`src/rtl/trace_stream_serializer.sv`:
```
// Splits 64-bit trace records from a FWFT FIFO into narrow valid/ready beats.
// LSB slice goes first; m_last marks the final beat of each record.
module trace_stream_serializer #(
    parameter int IN_WIDTH  = 64,
    parameter int OUT_WIDTH = 32
) (
    input  logic                 clk,
    input  logic                 rst_n,
    input  logic                 enable,
    input  logic                 fifo_empty,
    input  logic [IN_WIDTH-1:0]  fifo_rd_data,
    output logic                 fifo_rd_en,
    output logic                 m_valid,
    input  logic                 m_ready,
    output logic [OUT_WIDTH-1:0] m_data,
    output logic                 m_last,
    output logic [31:0]          records_sent
);

    localparam int RATIO  = IN_WIDTH / OUT_WIDTH;
    localparam int BEAT_W = (RATIO > 1) ? $clog2(RATIO) : 1;

    if (IN_WIDTH % OUT_WIDTH != 0) begin : g_bad_ratio
        $error("IN_WIDTH must be a multiple of OUT_WIDTH");
    end

    typedef enum logic {
        IDLE,
        SEND
    } state_t;

    state_t               state_q, state_d;
    logic [IN_WIDTH-1:0]  sreg_q, sreg_d;
    logic [BEAT_W-1:0]    beat_q, beat_d;
    logic [31:0]          cnt_q, cnt_d;
    logic                 is_last;
    logic                 accept;
    logic                 last_acc;
    logic                 load;

    assign is_last      = (beat_q == BEAT_W'(RATIO - 1));
    assign m_valid      = (state_q == SEND);
    assign m_last       = m_valid && is_last;
    assign m_data       = sreg_q[OUT_WIDTH-1:0];
    assign records_sent = cnt_q;
    assign accept       = m_valid && m_ready;
    assign last_acc     = accept && is_last;
    assign load         = rst_n && enable && !fifo_empty
                          && ((state_q == IDLE) || last_acc);
    assign fifo_rd_en   = load;

    // Next-state: advance beats on accept, reload from FIFO on pop
    always_comb begin
        state_d = state_q;
        sreg_d  = sreg_q;
        beat_d  = beat_q;
        cnt_d   = cnt_q;
        case (state_q)
            IDLE: begin
                if (load) begin
                    state_d = SEND;
                end
            end
            SEND: begin
                if (accept) begin
                    if (is_last) begin
                        cnt_d   = cnt_q + 32'd1;
                        state_d = load ? SEND : IDLE;
                    end else begin
                        beat_d = beat_q + BEAT_W'(1);
                        sreg_d = sreg_q >> OUT_WIDTH;
                    end
                end
            end
            default: state_d = IDLE;
        endcase
        if (load) begin
            sreg_d = fifo_rd_data;
            beat_d = '0;
        end
    end

    // State, shift register, beat index and record counter
    always_ff @(posedge clk or negedge rst_n) begin
        if (!rst_n) begin
            state_q <= IDLE;
            sreg_q  <= '0;
            beat_q  <= '0;
            cnt_q   <= '0;
        end else begin
            state_q <= state_d;
            sreg_q  <= sreg_d;
            beat_q  <= beat_d;
            cnt_q   <= cnt_d;
        end
    end

endmodule

```
`config.mk`:
```
export PLATFORM = sky130hd
export DESIGN_NAME = trace_stream_serializer
export DESIGN_NICKNAME = d
export VERILOG_FILES = /design/src/rtl/trace_stream_serializer.sv
export SDC_FILE = /design/constraint.sdc
export NUM_CORES = 1
export LEC_CHECK = 0
export CAP_MARGIN = 20
export CORE_MARGIN = 5
export CORE_UTILIZATION = 51
export DETAILED_ROUTE_END_ITERATION = 6
export PLACE_DENSITY = 0.93
export SETUP_SLACK_MARGIN = 0.5
export SYNTH_ARGS = -nofsm -noshare
export SYNTH_HDL_FRONTEND = slang
export SYNTH_SLANG_ARGS = --single-unit
export TNS_END_PERCENT = 10
```
`constraint.sdc`:
```
create_clock -name clk -period 3.9 [get_ports clk]
set_input_delay 0.585 -clock clk [delete_from_list [all_inputs] [get_ports clk]]
set_output_delay 0.585 -clock clk [all_outputs]
set_load 0.02 [all_outputs]
```
### Word level (Yosys, flattened, before mapping)

Index checks and enable logic that the tools add are counted.

* register bits: 98
* bits of input ports: 69
* output and inout port bits: 67
* word-level logic and storage cells: 33

* add/sub/neg operators: 2
* equality and inequality tests: 1
* multiplexer cells: 12
* bitwise operators: 1
* reductions and logical operators: 13

Operator list (count)
* $mux 64: 4
* $add 32x1->32 const B: 1
* $mux 1: 7
* $logic_and 1x1->1: 6
* $reduce_and 3->1: 2
* $reduce_bool 2->1: 2
* $ne 2x1->1 const B: 1
* $pmux 1 s2: 1
* $reduce_and 2->1: 1
* $add 1x1->1 const B: 1
* $logic_not 1->1: 1
* $logic_or 1x1->1: 1
* $not 1->1: 1

### Logic depth before layout (Yosys ltp)

* depth after elaboration: 8
* mapped depth: 7
* gate-level depth less buffers: 5

### Worst setup path before layout

No wires, ideal clock.

* path type: in2out
* start point: input port m_ready
* end point: output port fifo_rd_en
* arrival time: 1519 ps
* required time: 3315 ps
* path slack: 1796 ps
* stages: 5
* buffers on the path: 3
* cells stage by stage: buf_4 -> nand2_1 -> a21oi_1 -> buf_2 -> buf_2

* word-level cells in the longest chain between the ends: 4

RTL lines
* from (decl): line 14 `input logic m_ready,`
* $logic_and 1x1->1: line 46 `assign accept = m_valid && m_ready;`
* $logic_and 1x1->1: line 47 `assign last_acc = accept && is_last;`
* $logic_or 1x1->1: line 49 `&& ((state_q == IDLE) || last_acc);`
* $logic_and 1x1->1: line 49
* to (decl): line 12 `output logic fifo_rd_en,`

Every way passes these cells.

### Worst setup path in the final report

Ends and elaborated chain as after synthesis.

==> metrics.md <==
| Metric | Value |
|---|---|
| Status | finished, final reports clean |
| Highest-count cells in the layout ignoring fill and taps | clkdlybuf4s50_1 (134), dfrtp_1 (98), nor2_1 (38) |
| Slew Viols, Final | 0 |
| Root Buffer | clkbuf_8 |
| Hold bufs inserted after CTS | 0 |
| Max Buffers Root-to-Sink | 2 |
| Critical path class | primary input to output port |
| CTS buffer count | 9 |
| Arr. time, crit path | 2.31 ns |
| Post-synthesis register bit count | 98 |
| RSZ-0062 raised after global routing | no |
| Number of global-route vias before repair | 3477 |
| Slew @ Worst Pin | 0.859 ns |
| Drc violations | 0 |
| LEAKAGE | 2.50 nW |
| Die width | 104 µm |
| Hold crit path type | primary input to asynchronous set/reset pin |
| Total power | 3.32 mW |
| VDD IR-drop max | 0.249 mV |
| Post-CTS Setup Bufs | 0 |
| Cell row count | 34 |
| GRT Util Overall | 20.0% |
| Max-cap violations | 0 |
| Port Buffer Count | 135 |
| Initial Util | 51.9% |
| Iteration-0 DRC Markers | 85 |
| Synth Area in Adders | 0.279% |
| Count of final setup violators | 0 |
| CTS tree | yes |
| Post-Synth XOR/XNOR Area | 6.05% |
| Required time of the critical path | 3.31 ns |
| DRT Wirelength | 10.7 mm |
| Vias | 3297 |
| Setup TNS | 0 ns |
| First-pass GRT wire length | 18.1 mm |
| Final #Nets | 563 |
| Final GP Congestion | 0.806 |
| Synth Area in Compound Gates | 10.5% |
| Layout area overhead | 30.9% |
| Non-filler cells, final | 605 |
| Post_cts resized | 0 |
| Sequential-to-total area share from yosys stat | 54.7% |
| Commonest non-fill, non-tap cell in the layout | clkdlybuf4s50_1 |
| Fmax | 346 MHz |
| Aggregate global routing overflow | 0 |
| Syn_nets | 465 |
| Clk sinks | 98 |
| Fin. Hold Viols | 0 |
| Later-pin clock latency in the skew report | 0.35 ns |
| Synth cell types | 31 |
| Post-synthesis cell area | 0.00449 mm² |
| Syn avg cell area | 11.4 µm² |
| Synth Warn # | 0 |
| Initial antenna violation count | 0 |
| Core area | 0.00864 mm² |
| Mux share of post-synthesis cell area | 7.39% |
| Critical Path Fanout Max | 8 |
| Final min period | 2.89 ns |
| Worst-path clk slew | 0.10 ns |
| Share of cells above drive strength 1 | 6.24% |
| Crit end category | output port |
| HPWL Detailed | 7.57 mm |
| H-tree Lvls | 3 |
| Die Y-Extent | 104 µm |
| TritonRoute pass-1 iters | 4 |
| Inserted Diodes | 0 |
| Rel. slew slack | 42.7% |
| Fillers | 649 |
| Wirelength per Cell | 17.8 µm |
| Io pins | 136 |
| Dpl cells | 590 |
| Power density over the cells | 566 mW/mm² |
| Vias/cell | 5.45 |
| Tcrit/Tclk final | 74.1% |
| Largest family of logic cells by synthesized area | simple AND/OR/NAND/NOR gates |
| Cell mode on critical path | clkdlybuf4s50_1 |
| Worst path cell trace | clkdlybuf4s50_1 -> nand2_1 -> a21oi_4 -> clkdlybuf4s50_1 |
| Antenna violation net count after detailed routing | 0 |
| Largest net degree at the start of global routing | 67 |
| Crit path largest cell delay | 0.68 ns |
| Setup Skew | 0.00980 ns |
| Post-Synth Simple-Gate Area | 12.7% |
| Die ar. | 0.0108 mm² |
| Crit start category | primary input |
| Mapped Cells | 395 |
| Slowest cell on crit path | clkdlybuf4s50_1 |
-- synth_stat cells (all sizes together) --
master	instances	area share, %
a2bb2oi	1	0.20
buf	47	7.6
and2	2	0.28
dfrtp	98	55
nand3b	1	0.17
and3	4	0.56
nor4	8	2.2
o21ai	1	0.11
or2	2	0.28
nand3	13	1.5
nand4	11	1.7
inv	3	0.25
nand2	18	1.5
clkbuf	6	0.50
ha	1	0.28
nor3	6	0.67
mux2	1	0.25
and4	2	0.39
nor2	38	3.2
a22o	33	6.4
mux2i	32	7.1
xor2	13	2.5
or3	1	0.25
nand2b	1	0.14
xnor2	18	3.5
a21oi	34	3.8
-- registers in the layout, summed over array words and instances, names as in the netlist --
register	count
sreg_q	64
records_sent	32
beat_q	1
m_valid	1
-- worst max-delay path: cells and delay by family --
family                 cells  cell delay (ns)
AOI/OAI and AO/OA          1             0.20
buffers and inverters      2             1.31
and+or+nand+nor            1             0.22
-- worst paths after layout --
| kind | start | end | slack (ns) | cells after the start |
|---|---|---|---|---|
| worst min-delay path | rst_n | sreg_q[0] | 0.31 | 2 |
| worst min register to register | records_sent[31] | records_sent[31] | 0.48 | 1 |
| worst max register to register | beat_q | sreg_q[4] | 1.81 | 5 |
| worst max-delay path | m_ready | fifo_rd_en | 1.01 | 4 |
| min in group clk | records_sent[31] | records_sent[31] | 0.48 | 1 |
| max in group asynchronous | rst_n | sreg_q[63] | 2.47 | 3 |
-- report_power, final --
| group | internal, mW | switching [mW] | total [mW] |
|---|---|---|---|
| registers | 1.30 | 0.192 | 1.49 |
| clock network | 0.313 | 0.334 | 0.647 |
| logic | 0.601 | 0.586 | 1.19 |
-- routing by layer --
metal | part of all wire [%] | vias to the layer above | global-route usage, %
li1 | - | 1554 | -
met1 | 44 | 1634 | 27.1
met2 | 49 | 107 | 32.8
met3 | 6.4 | 2 | 6.16
met4 | 0.19 | 0 | 2.59
met5 | 0 | - | 0
-- kinds of logic after synthesis --
kind of cell	count (synthesis)
AND/OR/NAND/NOR	107
flip-flops	98
AO/OA/AOI/OAI	69
buffers and inverters	56
multiplexers	33
XOR/XNOR	31
adder cells (fa/ha/maj)	1
-- area by class of cell --
| class | count | area (µm²) | share of cell area [%] |
|---|---|---|---|
| sequential | 98 | 2450 | 41.8 |
| clock buffer | 11 | 141 | 2.41 |
| tap | 108 | 135 | 2.30 |
| clock inverter | 4 | 51.3 | 0.874 |
| timing repair buffer | 140 | 1390 | 23.6 |
| inverter | 3 | 11.3 | 0.192 |
| multi-input combinational | 241 | 1690 | 28.8 |
-- metrics by stage --
stage / hold slack, ns / instance area, µm² / worst slack, ns / util [%]
after floorplan: 0.289 / 4490 / 1.80 / -
after global placement: 0.463 / 5680 / 1.02 / 65.7
after detailed placement: 0.467 / 5680 / 0.940 / 65.7
after CTS: 0.326 / 5870 / 1.02 / 68.0
after global routing: 0.365 / 5870 / 0.929 / 68.0
final: 0.311 / 5870 / 1.01 / 68.0
No activity file was read; power rests on OpenSTA's default activity.
